## config.mk

```make
export PLATFORM = sky130hd
export DESIGN_NAME = pwm_cfg_seq_flat
export DESIGN_NICKNAME = d
export VERILOG_FILES = /design/src/rtl/pwm_cfg_seq_if.sv /design/src/rtl/pwm_cfg_seq.sv /design/src/flat_wrapper.sv
export SDC_FILE = /design/constraint.sdc
export NUM_CORES = 1
export LEC_CHECK = 0
export CORE_ASPECT_RATIO = 1.1
export CORE_MARGIN = 10
export CORE_UTILIZATION = 28
export DETAILED_ROUTE_END_ITERATION = 10
export GPL_TIMING_DRIVEN = 0
export PLACE_DENSITY_LB_ADDON = 0.3
export REMOVE_ABC_BUFFERS = 1
export SLEW_MARGIN = 20
export SYNTH_ARGS = -nofsm -noshare
export SYNTH_HDL_FRONTEND = slang
export SYNTH_SLANG_ARGS = --single-unit
```

## constraint.sdc

```tcl
create_clock -name clk -period 65 [get_ports clk]
set_input_delay 13 -clock clk [delete_from_list [all_inputs] [get_ports clk]]
set_output_delay 13 -clock clk [all_outputs]
set_load 0.01 [all_outputs]
```

## src/rtl/pwm_cfg_seq_if.sv

```systemverilog
// pwm_cfg_seq_if -- register-write bus between the PWM configuration
// sequencer and the PWM peripheral register file.
//
// Signals
//   cs    chip select
//   wr    write strobe
//   rd    read strobe (the sequencer never reads, so it is held low)
//   addr  register address, AW bits
//   d_in  write data into the peripheral, DW bits
//
// Modports
//   master  driven by the sequencer
//   slave   seen by the peripheral (or a bus monitor)
interface pwm_cfg_seq_if #(
  parameter int DW = 32,
  parameter int AW = 8
);
  logic          cs;
  logic          wr;
  logic          rd;
  logic [AW-1:0] addr;
  logic [DW-1:0] d_in;

  modport master (output cs, output wr, output rd, output addr, output d_in);
  modport slave  (input  cs, input  wr, input  rd, input  addr, input  d_in);
endinterface

```

## src/rtl/pwm_cfg_seq.sv

```systemverilog
// pwm_cfg_seq -- configuration sequencer for the 8-channel PWM peripheral.
//
// Keeps a shadow copy of period/duty/enable for every channel, marks a
// channel dirty when the host loads it (or on flush), and replays each dirty
// channel as a burst of three single-cycle register writes
// (period, duty, enable) followed by GAP_CYCLES idle bus cycles. Dirty
// channels are served round-robin starting after the last one served.
//
// Ports
//   clk        system clock, rising edge
//   rst        asynchronous reset, active-high
//   ld         load strobe: write ld_period/ld_duty/ld_en into shadow of ld_ch
//   ld_ch      target channel of ld
//   ld_period  period value (DW bits)
//   ld_duty    duty value (DW bits)
//   ld_en      enable value
//   flush      mark all 8 channels dirty
//   busy       registered: sequencer not idle or some channel dirty
//   done       one-cycle pulse on return to IDLE with nothing dirty
//   clamped    one-cycle pulse during a duty write whose value was clamped
//   bus        pwm_cfg_seq_if.master: cs/wr/rd/addr/d_in
//
// Build option
//   PWM_DUTY_CLAMP_EN  when defined, a duty larger than the period is
//                      written as the period and clamped pulses on that
//                      write; when undefined duty passes unchanged and
//                      clamped stays 0.
module pwm_cfg_seq #(
  parameter int            DW         = 32,
  parameter int            AW         = 8,
  parameter logic [AW-1:0] BASE_ADDR  = '0,
  parameter int            GAP_CYCLES = 1
) (
  input  logic          clk,
  input  logic          rst,
  input  logic          ld,
  input  logic [2:0]    ld_ch,
  input  logic [DW-1:0] ld_period,
  input  logic [DW-1:0] ld_duty,
  input  logic          ld_en,
  input  logic          flush,
  output logic          busy,
  output logic          done,
  output logic          clamped,
  pwm_cfg_seq_if.master bus
);

  typedef enum logic [2:0] {IDLE, SEL, WR_T, WR_D, WR_E, GAP} state_t;

  state_t        state, state_next;

  logic [DW-1:0] period_sh [8];
  logic [DW-1:0] duty_sh   [8];
  logic [7:0]    en_sh;
  logic [7:0]    dirty, dirty_next;
  logic [2:0]    ptr;
  logic [2:0]    sel_ch;
  logic [2:0]    idx;
  logic          found;
  logic [2:0]    ch_reg;
  logic [DW-1:0] work_duty;
  logic          work_en;
  logic          clamp_hit;
  logic [DW-1:0] duty_sel;
  logic          clamp_sel;
  logic [15:0]   gap_cnt;
  logic          gap_last;

  logic          cs_reg, wr_reg;
  logic [AW-1:0] addr_reg;
  logic [DW-1:0] d_reg;
  logic          busy_reg, done_reg, clamped_reg;

  function automatic logic [AW-1:0] reg_addr(input logic [2:0] ch, input logic [1:0] r);
    // {ch, r} == ch*4 + r; the sum wraps at AW bits
    return BASE_ADDR + AW'({ch, r});
  endfunction

  // First dirty channel at or after ptr, wrapping mod 8
  always_comb begin
    sel_ch = ptr;
    found  = 1'b0;
    idx    = ptr;
    for (int i = 0; i < 8; i++) begin
      idx = ptr + 3'(i);
      if (!found && dirty[idx]) begin
        sel_ch = idx;
        found  = 1'b1;
      end
    end
  end

`ifdef PWM_DUTY_CLAMP_EN
  assign clamp_sel = (duty_sh[sel_ch] > period_sh[sel_ch]);
  assign duty_sel  = clamp_sel ? period_sh[sel_ch] : duty_sh[sel_ch];
`else
  assign clamp_sel = 1'b0;
  assign duty_sel  = duty_sh[sel_ch];
`endif

  // Dirty tracking: a load in the same cycle as the SEL clear wins, so the
  // channel gets another pass with the freshly loaded values.
  always_comb begin
    dirty_next = dirty;
    if (state == SEL) dirty_next[sel_ch] = 1'b0;
    if (flush)        dirty_next = 8'hFF;
    if (ld)           dirty_next[ld_ch] = 1'b1;
  end

  assign gap_last = (gap_cnt == 16'(GAP_CYCLES - 1));

  // Next state. The last gap cycle goes straight to SEL when more work is
  // pending, so back-to-back channels cost 4 + GAP_CYCLES cycles each.
  always_comb begin
    state_next = state;
    case (state)
      IDLE:    if (dirty != 8'h00) state_next = SEL;
      SEL:     state_next = WR_T;
      WR_T:    state_next = WR_D;
      WR_D:    state_next = WR_E;
      WR_E:    state_next = GAP;
      GAP:     if (gap_last) state_next = (dirty != 8'h00) ? SEL : IDLE;
      default: state_next = IDLE;
    endcase
  end

  always_ff @(posedge clk or posedge rst) begin
    if (rst) state <= IDLE;
    else     state <= state_next;
  end

  // Shadow registers and dirty mask
  always_ff @(posedge clk or posedge rst) begin
    if (rst) begin
      for (int i = 0; i < 8; i++) begin
        period_sh[i] <= '0;
        duty_sh[i]   <= '0;
      end
      en_sh <= 8'h00;
      dirty <= 8'h00;
    end else begin
      if (ld) begin
        period_sh[ld_ch] <= ld_period;
        duty_sh[ld_ch]   <= ld_duty;
        en_sh[ld_ch]     <= ld_en;
      end
      dirty <= dirty_next;
    end
  end

  // Working copy captured at SEL so later loads do not disturb a burst
  always_ff @(posedge clk or posedge rst) begin
    if (rst) begin
      ptr       <= 3'd0;
      ch_reg    <= 3'd0;
      work_duty <= '0;
      work_en   <= 1'b0;
      clamp_hit <= 1'b0;
    end else if (state == SEL) begin
      ptr       <= sel_ch + 3'd1;
      ch_reg    <= sel_ch;
      work_duty <= duty_sel;
      work_en   <= en_sh[sel_ch];
      clamp_hit <= clamp_sel;
    end
  end

  always_ff @(posedge clk or posedge rst) begin
    if (rst)                gap_cnt <= '0;
    else if (state != GAP)  gap_cnt <= '0;
    else                    gap_cnt <= gap_cnt + 16'd1;
  end

  // Registered bus outputs, loaded from state_next so they line up with the
  // WR_* states; addr/d_in hold between bursts. During SEL->WR_T the
  // channel is not yet in ch_reg, hence sel_ch and the shadow directly.
  always_ff @(posedge clk or posedge rst) begin
    if (rst) begin
      cs_reg      <= 1'b0;
      wr_reg      <= 1'b0;
      addr_reg    <= '0;
      d_reg       <= '0;
      busy_reg    <= 1'b0;
      done_reg    <= 1'b0;
      clamped_reg <= 1'b0;
    end else begin
      cs_reg      <= (state_next == WR_T) || (state_next == WR_D) || (state_next == WR_E);
      wr_reg      <= (state_next == WR_T) || (state_next == WR_D) || (state_next == WR_E);
      busy_reg    <= (state_next != IDLE) || (dirty_next != 8'h00);
      done_reg    <= (state == GAP) && (state_next == IDLE) && (dirty_next == 8'h00);
      clamped_reg <= (state_next == WR_D) && clamp_hit;
      case (state_next)
        WR_T: begin
          addr_reg <= reg_addr(sel_ch, 2'd0);
          d_reg    <= period_sh[sel_ch];
        end
        WR_D: begin
          addr_reg <= reg_addr(ch_reg, 2'd1);
          d_reg    <= work_duty;
        end
        WR_E: begin
          addr_reg <= reg_addr(ch_reg, 2'd2);
          d_reg    <= DW'(work_en);
        end
        default: ;
      endcase
    end
  end

  assign bus.cs   = cs_reg;
  assign bus.wr   = wr_reg;
  assign bus.rd   = 1'b0;
  assign bus.addr = addr_reg;
  assign bus.d_in = d_reg;
  assign busy     = busy_reg;
  assign done     = done_reg;
  assign clamped  = clamped_reg;

endmodule

```

## src/flat_wrapper.sv

```systemverilog
// flat-port wrapper written by rule: the top's interface ports become plain ports
module pwm_cfg_seq_flat 
#(
  parameter int            DW         = 32,
  parameter int            AW         = 8,
  parameter logic [AW-1:0] BASE_ADDR  = '0,
  parameter int            GAP_CYCLES = 1
)
  (clk, rst, ld, ld_ch, ld_period, ld_duty, ld_en, flush, busy, done, clamped, bus_cs, bus_wr, bus_rd, bus_addr, bus_d_in);
  pwm_cfg_seq_if #(.DW(DW), .AW(AW)) bus_i ();
  input  logic clk;
  input  logic rst;
  input  logic ld;
  input  logic [2:0] ld_ch;
  input  logic [DW-1:0] ld_period;
  input  logic [DW-1:0] ld_duty;
  input  logic ld_en;
  input  logic flush;
  output logic busy;
  output logic done;
  output logic clamped;
  output wire logic [$bits(bus_i.cs)-1:0] bus_cs;
  output wire logic [$bits(bus_i.wr)-1:0] bus_wr;
  output wire logic [$bits(bus_i.rd)-1:0] bus_rd;
  output wire logic [$bits(bus_i.addr)-1:0] bus_addr;
  output wire logic [$bits(bus_i.d_in)-1:0] bus_d_in;
  assign bus_cs = bus_i.cs;
  assign bus_wr = bus_i.wr;
  assign bus_rd = bus_i.rd;
  assign bus_addr = bus_i.addr;
  assign bus_d_in = bus_i.d_in;
  pwm_cfg_seq #(.DW(DW), .AW(AW), .BASE_ADDR(BASE_ADDR), .GAP_CYCLES(GAP_CYCLES)) u_core (.clk(clk), .rst(rst), .ld(ld), .ld_ch(ld_ch), .ld_period(ld_period), .ld_duty(ld_duty), .ld_en(ld_en), .flush(flush), .busy(busy), .done(done), .clamped(clamped), .bus(bus_i));
endmodule
```

# --- Word-level counts from Yosys, hierarchy flattened ---
# Cells that the tools add are included.
word_totals:
  reg_bits: 629
  in_bits: 72
  out_inout_bits: 46
  word_cells: 154
op_classes:
  add_sub_neg: 9
  order_cmp: 15
  eq_ne: 9
  muxes: 57
  bitwise: 5
  n_reduce_logical: 30
op_table:
  columns: ["cell", "count"]
  rows:
  - ["bitwise mux 256 bit", 2]
  - ["binary-select mux 32 bit (select 3 bit)", 2]
  - ["2-to-1 mux 32 bit", 5]
  - ["demux 32 bit (select 3 bit)", 1]
  - ["case mux 32 bit (3 select lines)", 1]
  - ["less-than comparator 3 x 4 -> 1 bit, second input constant", 10]
  - ["binary-select mux 1 bit (select 3 bit)", 9]
  - ["2-to-1 mux 3 bit", 9]
  - ["2-to-1 mux 8 bit", 3]
  - ["case mux 8 bit (3 select lines)", 1]
  - ["2-to-1 mux 1 bit", 19]
  - ["case mux 3 bit (6 select lines)", 1]
  - ["adder 16 x 1 -> 16 bit, second input constant", 1]
  - ["logical NOT 16 bit", 1]
  - ["2-to-1 mux 16 bit", 1]
  - ["nonzero test 8 bit", 2]
  - ["adder 3 bit, second input constant", 4]
  - ["equality test 3 x 2 -> 1 bit, second input constant", 4]
  - ["logical AND 1 bit", 12]
  - ["equality test 3 bit, second input constant", 3]
  - ["AND 8 bit", 1]
  - ["bitwise mux 8 bit", 1]
  - [">= comparator 4 bit, second input constant", 2]
  - ["logical NOT 8 bit", 1]
  - ["14 further kinds", 29]

# --- Depth between registers and ports, before layout ---
# Gate-level depths: netlist (run 1).
depth:
  depth_word: 36
  mapped_depth: 19
  ltp_nobuf: 12

# --- Worst setup path after synthesis (run 1) ---
# OpenSTA, ideal clock, no wires.
synth_path:
  kind: "input to register"
  start: "input port ld_ch[2]"
  end: "register u_core.duty_sh[100] (netlist bit)"
  setup_time_ps: 125
  arrival_ps: 14525
  required_ps: 64875
  path_slack_ps: 50350
  cell_stages: 6
  n_path_buf: 3
  cell_sequence: "clkbuf_1 > nand2b_1 > nor2_1 > buf_1 > clkbuf_1 > mux2_2"
synth_between:
  elab_chain_cells: 6
  word_cells_on_any_way: 7
  cone_classes: "2 x order compare; 3 x mux; 1 x bitwise; 1 x reduce/logical"
synth_rtl:
  columns: ["element", "line", "rtl"]
  rows:
  - ["from (decl)", "flat_wrapper.sv:14", "input logic [2:0] ld_ch;"]
  - ["NOT 3 -> 4 bit (implied by the code) (*)", "pwm_cfg_seq.sv:144", "duty_sh[ld_ch] <= ld_duty;"]
  - [">= comparator 4 bit (implied by the code) / less-than comparator 4 x 1 -> 1 bit (equally long branches)", "pwm_cfg_seq.sv:144", null]
  - ["logical AND 1 bit (implied by the code)", "pwm_cfg_seq.sv:144", null]
  - ["2-to-1 mux 32 bit (implied by the code)", "pwm_cfg_seq.sv:144", null]
  - ["demux 32 bit (select 3 bit) (*)", "pwm_cfg_seq.sv:144", null]
  - ["bitwise mux 256 bit (*)", "pwm_cfg_seq.sv:144", null]
  - ["to (signal, indexed assignment)", "pwm_cfg_seq.sv:144", null]
  - ["to (decl)", "pwm_cfg_seq.sv:53", "logic [DW-1:0] duty_sh [8];"]
# Every way passes the cells marked *; elsewhere a longest branch is shown, timed or not.
# A chain may end at the register's enable or synchronous reset.

# --- Final worst setup path (run 1) ---
layout_path:
  start: "input port ld_ch[2]"
  end: "register u_core.period_sh[196] (netlist bit)"
layout_between:
  elab_chain_cells: 6
  word_cells_on_any_way: 7
  cone_classes: "2 x order compare; 3 x mux; 1 x bitwise; 1 x reduce/logical"
layout_rtl:
  columns: ["element", "line", "rtl"]
  rows:
  - ["NOT 3 -> 4 bit (implied by the code) (*)", "pwm_cfg_seq.sv:143", "period_sh[ld_ch] <= ld_period;"]
  - [">= comparator 4 bit (implied by the code) / less-than comparator 4 x 1 -> 1 bit (equally long branches)", "pwm_cfg_seq.sv:143", null]
  - ["logical AND 1 bit (implied by the code)", "pwm_cfg_seq.sv:143", null]
  - ["2-to-1 mux 32 bit (implied by the code)", "pwm_cfg_seq.sv:143", null]
  - ["demux 32 bit (select 3 bit) (*)", "pwm_cfg_seq.sv:143", null]
  - ["bitwise mux 256 bit (*)", "pwm_cfg_seq.sv:143", null]
  - ["to (signal, indexed assignment)", "pwm_cfg_seq.sv:143", null]
  - ["to (decl)", "pwm_cfg_seq.sv:52", "logic [DW-1:0] period_sh [8];"]
# Marks and branches as above.

==> out/qor.yml, run 1 <==
setup_ws_ps: 49720
r2r_cells: 14
slew_headroom_pct: 47.7
syn_inst: 2792
firstDrtPassIters: 5
ir_worst_vdd_uv: 14.5
ys_types: 68
die_h_um: 359
ys_seq_elements: 626
pwr_density_cell_nw_per_um2: 28.7
synth_edf_count: 0
initialDrtViolationCount: 1514
cts_sinks: 626
cts-root-buf: "clkbuf_16"
cp_max_fo: 9
drcViolationCount: 0
die_w_um: 328
final_area_um2: 35700
core_um2: 104000
htreeDepth: 3
hold_depth: 2
endpoint_kind: "flop"
die_area_um2: 118000
port_buffers: 112
hold_violations: 0
clk_latency_ps: 620
synth_area_leaders: "dfrtp_1 53%, mux2_2 15%, nand2_1 9.7%, nand3_1 3.8%, mux2i_1 2.7%"
fin_nets: 2949
power.total_w: 0.00103
wl_per_cell_um: 20.7
cp.arrival_ps: 15770
initial_core_util_pct: 28.2
layout-drive-gt1-share_pct: 22.1
rsz0062_at_grt: "false"
post-place-ws_ps: 49100
syn_to_final_growth_pct: 21.9
rrSetupSlack_ps: 58890
period_minus_slack_ps: 15280
reg2reg_to: "u_core.bus.d_in[8]$_DFFE_PP0P_"
via_per_inst: 4.96
synthesis.area_um2: 29300
cts_tree: "done"
ys_warn_count: 0
cts.reportedPaths.clkPinSlew_ps: 60
reg2reg_from: "u_core.ptr[0]$_DFFE_PP0N_"
cts_setup_buffers: 0
cts_max_path_buffers: 3
overflow: 0
gp_congestion: 0.710
antenna_found_initial: 20
fin_crit_sh_pct: 23.5
cts_hold_buf: 0
synth_flop_cell: "dfrtp_1"
status: "completed"
ys_async_sr_fraction_pct: 100
yosys.area.top_type: "dfrtp_1"
worstHoldStart: "u_core.period_sh[88]$_DFFE_PP0P_"
row_count: 124
cts_buffers: 66
hold_end: "u_core.period_sh[88]$_DFFE_PP0P_"
required_ps: 65490
maxCapViolations: 0
fin_setup_tns_ps: 0
ant_nets: 0
worst_setup_path_start_kind: "primary input"
synth_top_area_share_pct: 53.4
grt_max_degree: 98
hp-class: "flop to flop"
groute.usage.overall_pct: 15.0
tightest_slew_ps: 782
dpl_cell_area_um2: 33400
clock.fmax_ghz: 0.0654
grt_pass1_vias: 21800
p_leak_nw: 15.9
drv_slew: 0
wirelength_um: 89500
clock_skew_ps: 35.6
syn_area_per_cell_um2: 10.5
dp_hpwl_um: 56800
setup_viol_count_final: 0
cts_resized: 0
io_pins: 118
top_regs: "u_core.duty_sh x256, u_core.period_sh x256"
crit_type: "primary input to flop"
yosysSeqAreaShare_pct: 53.4
vias: 21400
grt_pass1_wl_um: 139000
[layout make-up]
class,count,area (um^2)
diodes,6,15.0
repair buffers,212,3070
clock buffers,100,2000
flip-flops and latches,626,15700
multi-input cells,1956,12900
well taps,1386,1730
fillers,10400,68200
inverters,11,48.8
clock inverters,16,259
[worst max-delay path, cell delays in order]
cell and delay (ps):
clkdlybuf4s50_1 680, nor3_2 640, buf_4 300, buf_4 220, buf_4 210, buf_4 200
buf_4 170, mux2_2 330
[worst max-delay path by stage]
stage / startpoint / end / slack (ps) / depth (start not counted)
floorplan: rst / u_core.bus.addr[0]$_DFFE_PP0P_ / 34470 / 1
global placement: rst / u_core.duty_sh[121]$_DFFE_PP0P_ / 25650 / 2
detailed placement: ld_ch[2] / u_core.period_sh[196]$_DFFE_PP0P_ / 49100 / 8
CTS: ld_ch[2] / u_core.duty_sh[197]$_DFFE_PP0P_ / 49740 / 8
global route: ld_ch[2] / u_core.period_sh[196]$_DFFE_PP0P_ / 49640 / 8
finish: ld_ch[2] / u_core.period_sh[196]$_DFFE_PP0P_ / 49720 / 8
[cell usage in the layout (no fill, tap or decap), drive strengths merged, types with 8 or more instances in the layout]
cell type      netlist  final
and2                35     35
a221oi              32     32
dfrtp              626    626
mux2               399    399
or2                  9      9
a221o               33     33
inv                 11     14
clkbuf             144    100
nor2b               36     36
xor2                10     10
a21oi               54     54
mux4                10     10
nand3              221    221
and3                 8      8
nor2                88     88
nor3                12     12
nand2              758    758
a2111oi             32     32
buf                 59    100
clkdlybuf4s50        0    112
mux2i               78     78
a41oi               31     31
o21ai               21     21
[power by group]
part           switching, W  total (W)  internal (W)  leakage [nW]
Clock              0.000162   0.000399      0.000237          1.11
Combinational     0.0000552   0.000127     0.0000714          7.10
Sequential        0.0000365   0.000500      0.000463          7.65
[per-layer routing]
layer,share of wire (%),routed length [um],GRT usage [%],vias up
met5,0.17,150,0,-
met4,1.8,1630,3.95,24
met3,5.2,4650,2.88,128
met2,48,43400,25.0,394
met1,44,39600,19.6,11000
li1,-,-,-,9831
[Yosys cell counts (6+ instances only)]
library cell,number
a2111oi_0,31
a21o_1,7
a21oi_1,54
a221o_1,33
a221oi_1,32
a41oi_1,31
and2_1,35
and3_1,8
buf_1,22
buf_2,28
buf_4,7
clkbuf_1,144
dfrtp_1,626
inv_1,11
mux2_2,397
mux2i_1,78
mux4_2,10
nand2_1,758
nand2b_1,6
nand3_1,221
nor2_1,86
nor2b_1,36
nor3_1,11
o21ai_0,18
or2_2,6
xor2_1,10
[metrics by stage]
step / std cells / hold slack (ps) / utilization (%)
2_1_floorplan: 2593 / 440 / -
3_3_place_gp: 4091 / 459 / 30.1
3_5_place_dp: 4191 / 461 / 32.2
4_1_cts: 4307 / 476 / 34.3
5_1_grt: 4310 / 490 / 34.4
6_report: 4313 / 473 / 34.4
[cell families (layout without fill, tap and decap cells)]
kind of cell	count (synthesis)	in the layout	synth area share, %
adder cells (fa/ha/maj)	4	4	0.171
flip-flops	626	626	53.4
other	1	11	0.0128
AND/OR/NAND/NOR	1194	1194	17.4
buffers and inverters	214	339	3.00
XOR/XNOR	15	15	0.448
AO/OA/AOI/OAI	251	251	6.76
multiplexers	487	487	18.8
Power figures use the tool's default switching activity.
==> run 2: changes to the inputs <==
==> constraint.sdc (replaced) <==
create_clock -name clk -period 12.7 [get_ports clk]
set_input_delay 2.54 -clock clk [delete_from_list [all_inputs] [get_ports clk]]
set_output_delay 2.54 -clock clk [all_outputs]
set_load 0.01 [all_outputs]
==> results of run 2 <==
Same layout as run 1 (identical final DEF). Status: completed.
Among the figures that moved: setup slack after placement 49100 ps -> 6610 ps; clock-pin slew on the worst setup and hold paths 60 ps -> 70 ps; setup slack after layout 49720 ps -> 6590 ps; start point of the critical path ld_ch[2] -> u_core.ptr[0]$_DFFE_PP0N_; end point of the critical path u_core.period_sh[196]$_DFFE_PP0P_ -> u_core.bus.d_in[8]$_DFFE_PP0P_; register-to-register setup slack 58890 ps -> 6590 ps; total power 0.00103 W -> 0.00525 W; worst IR drop on VDD 14.5 uV -> 74.4 uV
==> run 3: changes to the inputs <==
==> constraint.sdc (replaced) <==
create_clock -name clk -period 5.71 [get_ports clk]
set_input_delay 1.142 -clock clk [delete_from_list [all_inputs] [get_ports clk]]
set_output_delay 1.142 -clock clk [all_outputs]
set_load 0.01 [all_outputs]
==> out/qor.yml, run 3 (synthesized netlist as in run 1, its figures left out) <==
clock_skew_ps: 35.8  # was 35.6 ps
die_area_um2: 118000  # unchanged
final_area_um2: 35800  # was 35700 um^2
required_ps: 6190  # was 13180 ps
groute.usage.overall_pct: 15.0  # about the same
cts-root-buf: "clkbuf_16"  # unchanged
tightest_slew_ps: 795  # was 782 ps
dp_hpwl_um: 56800  # unchanged
maxCapViolations: 0  # unchanged
period_minus_slack_ps: 5370  # was 6110 ps
cts.reportedPaths.clkPinSlew_ps: 70  # about the same
fin_nets: 2953  # was 2949
cts_hold_buf: 0  # unchanged
grt_pass1_vias: 21800  # about the same
overflow: 0  # unchanged
worst_setup_path_start_kind: "flop"  # unchanged
fin_crit_sh_pct: 94.1  # was 48.1%
ant_nets: 0  # unchanged
port_buffers: 112  # unchanged
gp_congestion: 0.710  # unchanged
drcViolationCount: 0  # unchanged
layout-drive-gt1-share_pct: 22.3  # was 22.1%
rsz0062_at_grt: "false"  # unchanged
cts_sinks: 626  # unchanged
antenna_found_initial: 20  # unchanged
pwr_density_cell_nw_per_um2: 326  # was 147 nW/um^2
clk_latency_ps: 620  # about the same
die_h_um: 359  # unchanged
crit_type: "flop to flop"  # unchanged
vias: 21400  # about the same
fin_cells: 4317  # was 4313
cp_max_fo: 19  # was 43
io_pins: 118  # unchanged
setup_viol_count_final: 0  # unchanged
initial_core_util_pct: 28.2  # unchanged
clock.fmax_ghz: 0.186  # was 0.164 GHz
final_common_cell: "nand2_1"  # unchanged
placed_cells: 4191  # unchanged
die_w_um: 328  # unchanged
hold_violations: 0  # unchanged
row_count: 124  # unchanged
hp-class: "flop to flop"  # unchanged
drv_slew: 0  # unchanged
dpl_cell_area_um2: 33400  # unchanged
cts_buffers: 66  # unchanged
power.total_w: 0.0117  # was 0.00525 W
r2r_cells: 18  # was 14
cts_max_path_buffers: 3  # unchanged
initialDrtViolationCount: 1542  # was 1514
ir_worst_vdd_uv: 166  # was 74.4 uV
wirelength_um: 89500  # about the same
cp.arrival_ps: 5860  # was 6590 ps
slew_headroom_pct: 47.0  # was 47.7%
p_leak_nw: 15.9  # about the same
post-place-ws_ps: -384  # was 6610 ps
top_regs: "u_core.duty_sh x256, u_core.period_sh x256"  # unchanged
wl_per_cell_um: 20.7  # about the same
via_per_inst: 4.95  # was 4.96
status: "completed"  # unchanged
setup_ws_ps: 336  # was 6590 ps
cts_tree: "done"  # unchanged
grt_max_degree: 98  # unchanged
fin_setup_tns_ps: 0  # unchanged
firstDrtPassIters: 5  # unchanged
hold_depth: 2  # unchanged
final_cell_mix: "757 x nand2_1, 621 x dfrtp_1, 397 x mux2_2"  # was 757 x nand2_1, 623 x dfrtp_1, 397 x mux2_2
htreeDepth: 3  # unchanged
grt_pass1_wl_um: 139000  # about the same
syn_to_final_growth_pct: 22.1  # was 21.9%
core_um2: 104000  # unchanged
endpoint_kind: "flop"  # unchanged
run 3: routing by layer:
layer / share of wire [%] / track usage, % / up-vias
li1: - / - / 9837
met1: 44 / 19.6 / 11000
met2: 49 / 25.0 / 399
met3: 5.2 / 2.89 / 123
met4: 1.7 / 3.87 / 24
met5: 0.17 / 0 / -
run 3: timing repair:
action | 4_1_cts | 5_1_grt
setup endpoints to repair | 33 | 19
setup buffers | 2 | 2
pin swaps | 1 | 1
resized for setup | 2 | 2
run 3: critical path, cell delays in order, from the launching register on:
cell and delay, ps:
dfrtp_2 550, inv_1 200, ha_2 590, mux2_2 380, mux4_2 560, a32o_1 300
a21o_1 190, a22oi_2 270, o21ai_4 150, buf_16 190, buf_16 170, buf_16 170
buf_16 170, buf_16 160, buf_16 160, and2_1 160, a2111oi_0 400, a221oi_1 110
a221o_1 320
run 3: worst paths after layout:
kind / slack (ps) / startpoint / end
max in group asynchronous: 3100 / rst / u_core.duty_sh[229]$_DFFE_PP0P_
min in group asynchronous: 1010 / rst / u_core.duty_sh[9]$_DFFE_PP0P_
setup / recovery: 340 / u_core.ptr[1]$_DFFE_PP0N_ / u_core.bus.d_in[8]$_DFFE_PP0P_
setup reg to reg: 340 / u_core.ptr[1]$_DFFE_PP0N_ / u_core.bus.d_in[8]$_DFFE_PP0P_
hold reg to reg: 470 / u_core.period_sh[87]$_DFFE_PP0P_ / u_core.period_sh[87]$_DFFE_PP0P_
hold / removal: 470 / u_core.period_sh[87]$_DFFE_PP0P_ / u_core.period_sh[87]$_DFFE_PP0P_
run 3: cell type report:
| cell class | instances | area, um^2 |
|---|---|---|
| antenna | 6 | 15.0 |
| clock buffer | 100 | 2000 |
| clock inverter | 16 | 259 |
| fill | 10400 | 68200 |
| inverter | 11 | 48.8 |
| multi-input combinational | 1956 | 12900 |
| sequential | 626 | 15700 |
| tap | 1386 | 1730 |
| timing repair buffer | 216 | 3130 |
run 3: stage by stage:
step | hold WS [ps] | util [%]
final | 473 | 34.4
after global routing | 490 | 34.4
after CTS | 476 | 34.4
after detailed placement | 461 | 32.2
after global placement | 459 | 30.1
after floorplan | 440 | -
run 3: report_power, final:
group | total (W) | internal [W] | switching (W)
clock | 0.00454 | 0.00270 | 0.00184
combinational | 0.00144 | 0.000813 | 0.000629
sequential | 0.00568 | 0.00527 | 0.000414
total | 0.0117 | 0.00878 | 0.00289
==> edit: new RTL, flow settings as in run 2 <==
Encoding of `state_t`: now one-hot (6 bits for 6 states).
--- a/src/rtl/pwm_cfg_seq.sv
+++ b/src/rtl/pwm_cfg_seq.sv
@@ -46,5 +46,5 @@
 );
 
-  typedef enum logic [2:0] {IDLE, SEL, WR_T, WR_D, WR_E, GAP} state_t;
+  typedef enum logic [5:0] {IDLE = 6'b000001, SEL = 6'b000010, WR_T = 6'b000100, WR_D = 6'b001000, WR_E = 6'b010000, GAP = 6'b100000} state_t;
 
   state_t        state, state_next;
Function: same outputs for any inputs over 4 cycles, from zero or initial values and one cycle with rst high; so few cycles prove little.
==> edit against run 2 <==
Non-clock buffer count grew 8. Synthesized cell count shrank 14%. Sequential cell count grew 3. Highest routed layer unchanged. Design area shrank 1.2%. Sequential power increased by 3%. Count of clock-buffer cells in the layout decreased by 7. Synthesized area is 0.94% lower. Routed wire length decreased by 9.7%. Total power rose by 5.3%. Via count down 8.5%. Combinational power rose by 16%. Setup slack gained 0.34 ns. Die area down 0.89%.
==> edit: results (changes against run 2) <==
initial antenna violation count 18 (-10%); ratio of cells with drive above 1 in the final layout 31.23% (+9.1 points); via count 19,570 (-8.5%); outcome complete, no violations; via/cell ratio 4.957 (about the same); number of global-route vias before repair 21,140 (-2.8%); GR Util met3 2.925% (+0.050 points); pre-CTS setup slack 6.877 ns (+0.2704 ns); hold path start u_core.bus.addr[1]; WL/cell 20.47 um (-1.3%); CP max FO 15 (-65%); synth unique cells 61 (-10%); Post-CTS Setup Bufs 0 (unchanged); initial drt markers 1,002 (-34%); M1 GR Usage 16.88% (-2.7 points); Placed Cells 3,821 (-8.8%); Slew @ Worst Pin 1.083 ns (+0.3010 ns); Synth Area in Compound Gates 5.978% (-0.78 points); wl on met1 34,790 um (-12%); Post-Synth XOR/XNOR Area 0.5430% (+0.095 points); register area share after synthesis 54.22% (+0.77 points); DP Area 0.03285 mm^2 (-1.8%); gp weighted congestion 0.7399 (+4.2%); Final Skew 0.02066 ns (-0.01498 ns); Nets 2,593 (-12%); Syn Area/Cell 12.13 um^2 (+16%); met2 wire length 39,770 um (-8.3%); HPWL Detailed 54,210 um (-4.5%); mux cell area share after synthesis 27.52% (+8.8 points); CTS Buf Count 69 (+4.5%); Peak supply drop 0.08734 mV (+17%); Post-Synth Adder-Cell Area 0.1724% (+0.0016 points); LEAKAGE 14.36 nW (-9.4%); grt met2 use 23.30% (-1.7 points); gr usage total 13.61% (-1.4 points)
## edit: cell types whose count changed after synthesis, moves of 32 or more
cell,run 2,this run
nand2_1,758,314
nand3_1,221,69
mux2_2,397,528
mux2i_1,78,139
a31oi_1,2,44
a21oi_1,54,93
clkbuf_1,144,111
a221o_1,33,1
## edit: layout make-up
class,instances,area [um^2]
Fill cell,9923,67350
Sequential cell,629,15740
Multi-Input combinational cell,1587,12640
Timing Repair Buffer,220,2693
Clock buffer,93,1978
Tap cell,1375,1720
Clock inverter,29,459.2
Inverter,10,50.05
Antenna cell,5,12.51
## edit: kinds of logic after synthesis
family,Yosys count
xor gates and xnor gates,18
other,1
and+or+nand+nor,592
adders and majority gates,4
DFF,629
AOI/OAI and AO/OA,272
muxes,696
buffers and inverters,181
## edit: critical path, stage by stage, from the launching register on
cell,delay (ns)
dfrtp_1,0.73
inv_2,0.27
ha_1,0.73
mux2_2,0.44
mux4_2,0.53
o22ai_1,0.38
a221oi_1,0.20
o32ai_4,0.80
buf_8,0.26
buf_6,0.21
buf_8,0.20
buf_8,0.19
mux2i_1,0.21
nand2_1,0.07
a31oi_1,0.25
a21oi_1,0.11
## edit: power by group
group	switching (W)	internal, W
combinational	0.000298	0.000453
clock	0.000829	0.00132
sequential	0.000216	0.00241
total	0.00134	0.00419
## edit: worst paths after layout
kind / to / slack, ns / cells after the start
worst max-delay path: u_core.work_duty[22] / 6.93 / 15
worst min-delay path: u_core.bus.addr[1] / 0.48 / 2
worst max register to register: u_core.work_duty[22] / 6.93 / 15
worst min register to register: u_core.bus.addr[1] / 0.48 / 2
max in group asynchronous: u_core.period_sh[48] / 8.52 / 5
min in group asynchronous: u_core.bus.d_in[29] / 2.42 / 2
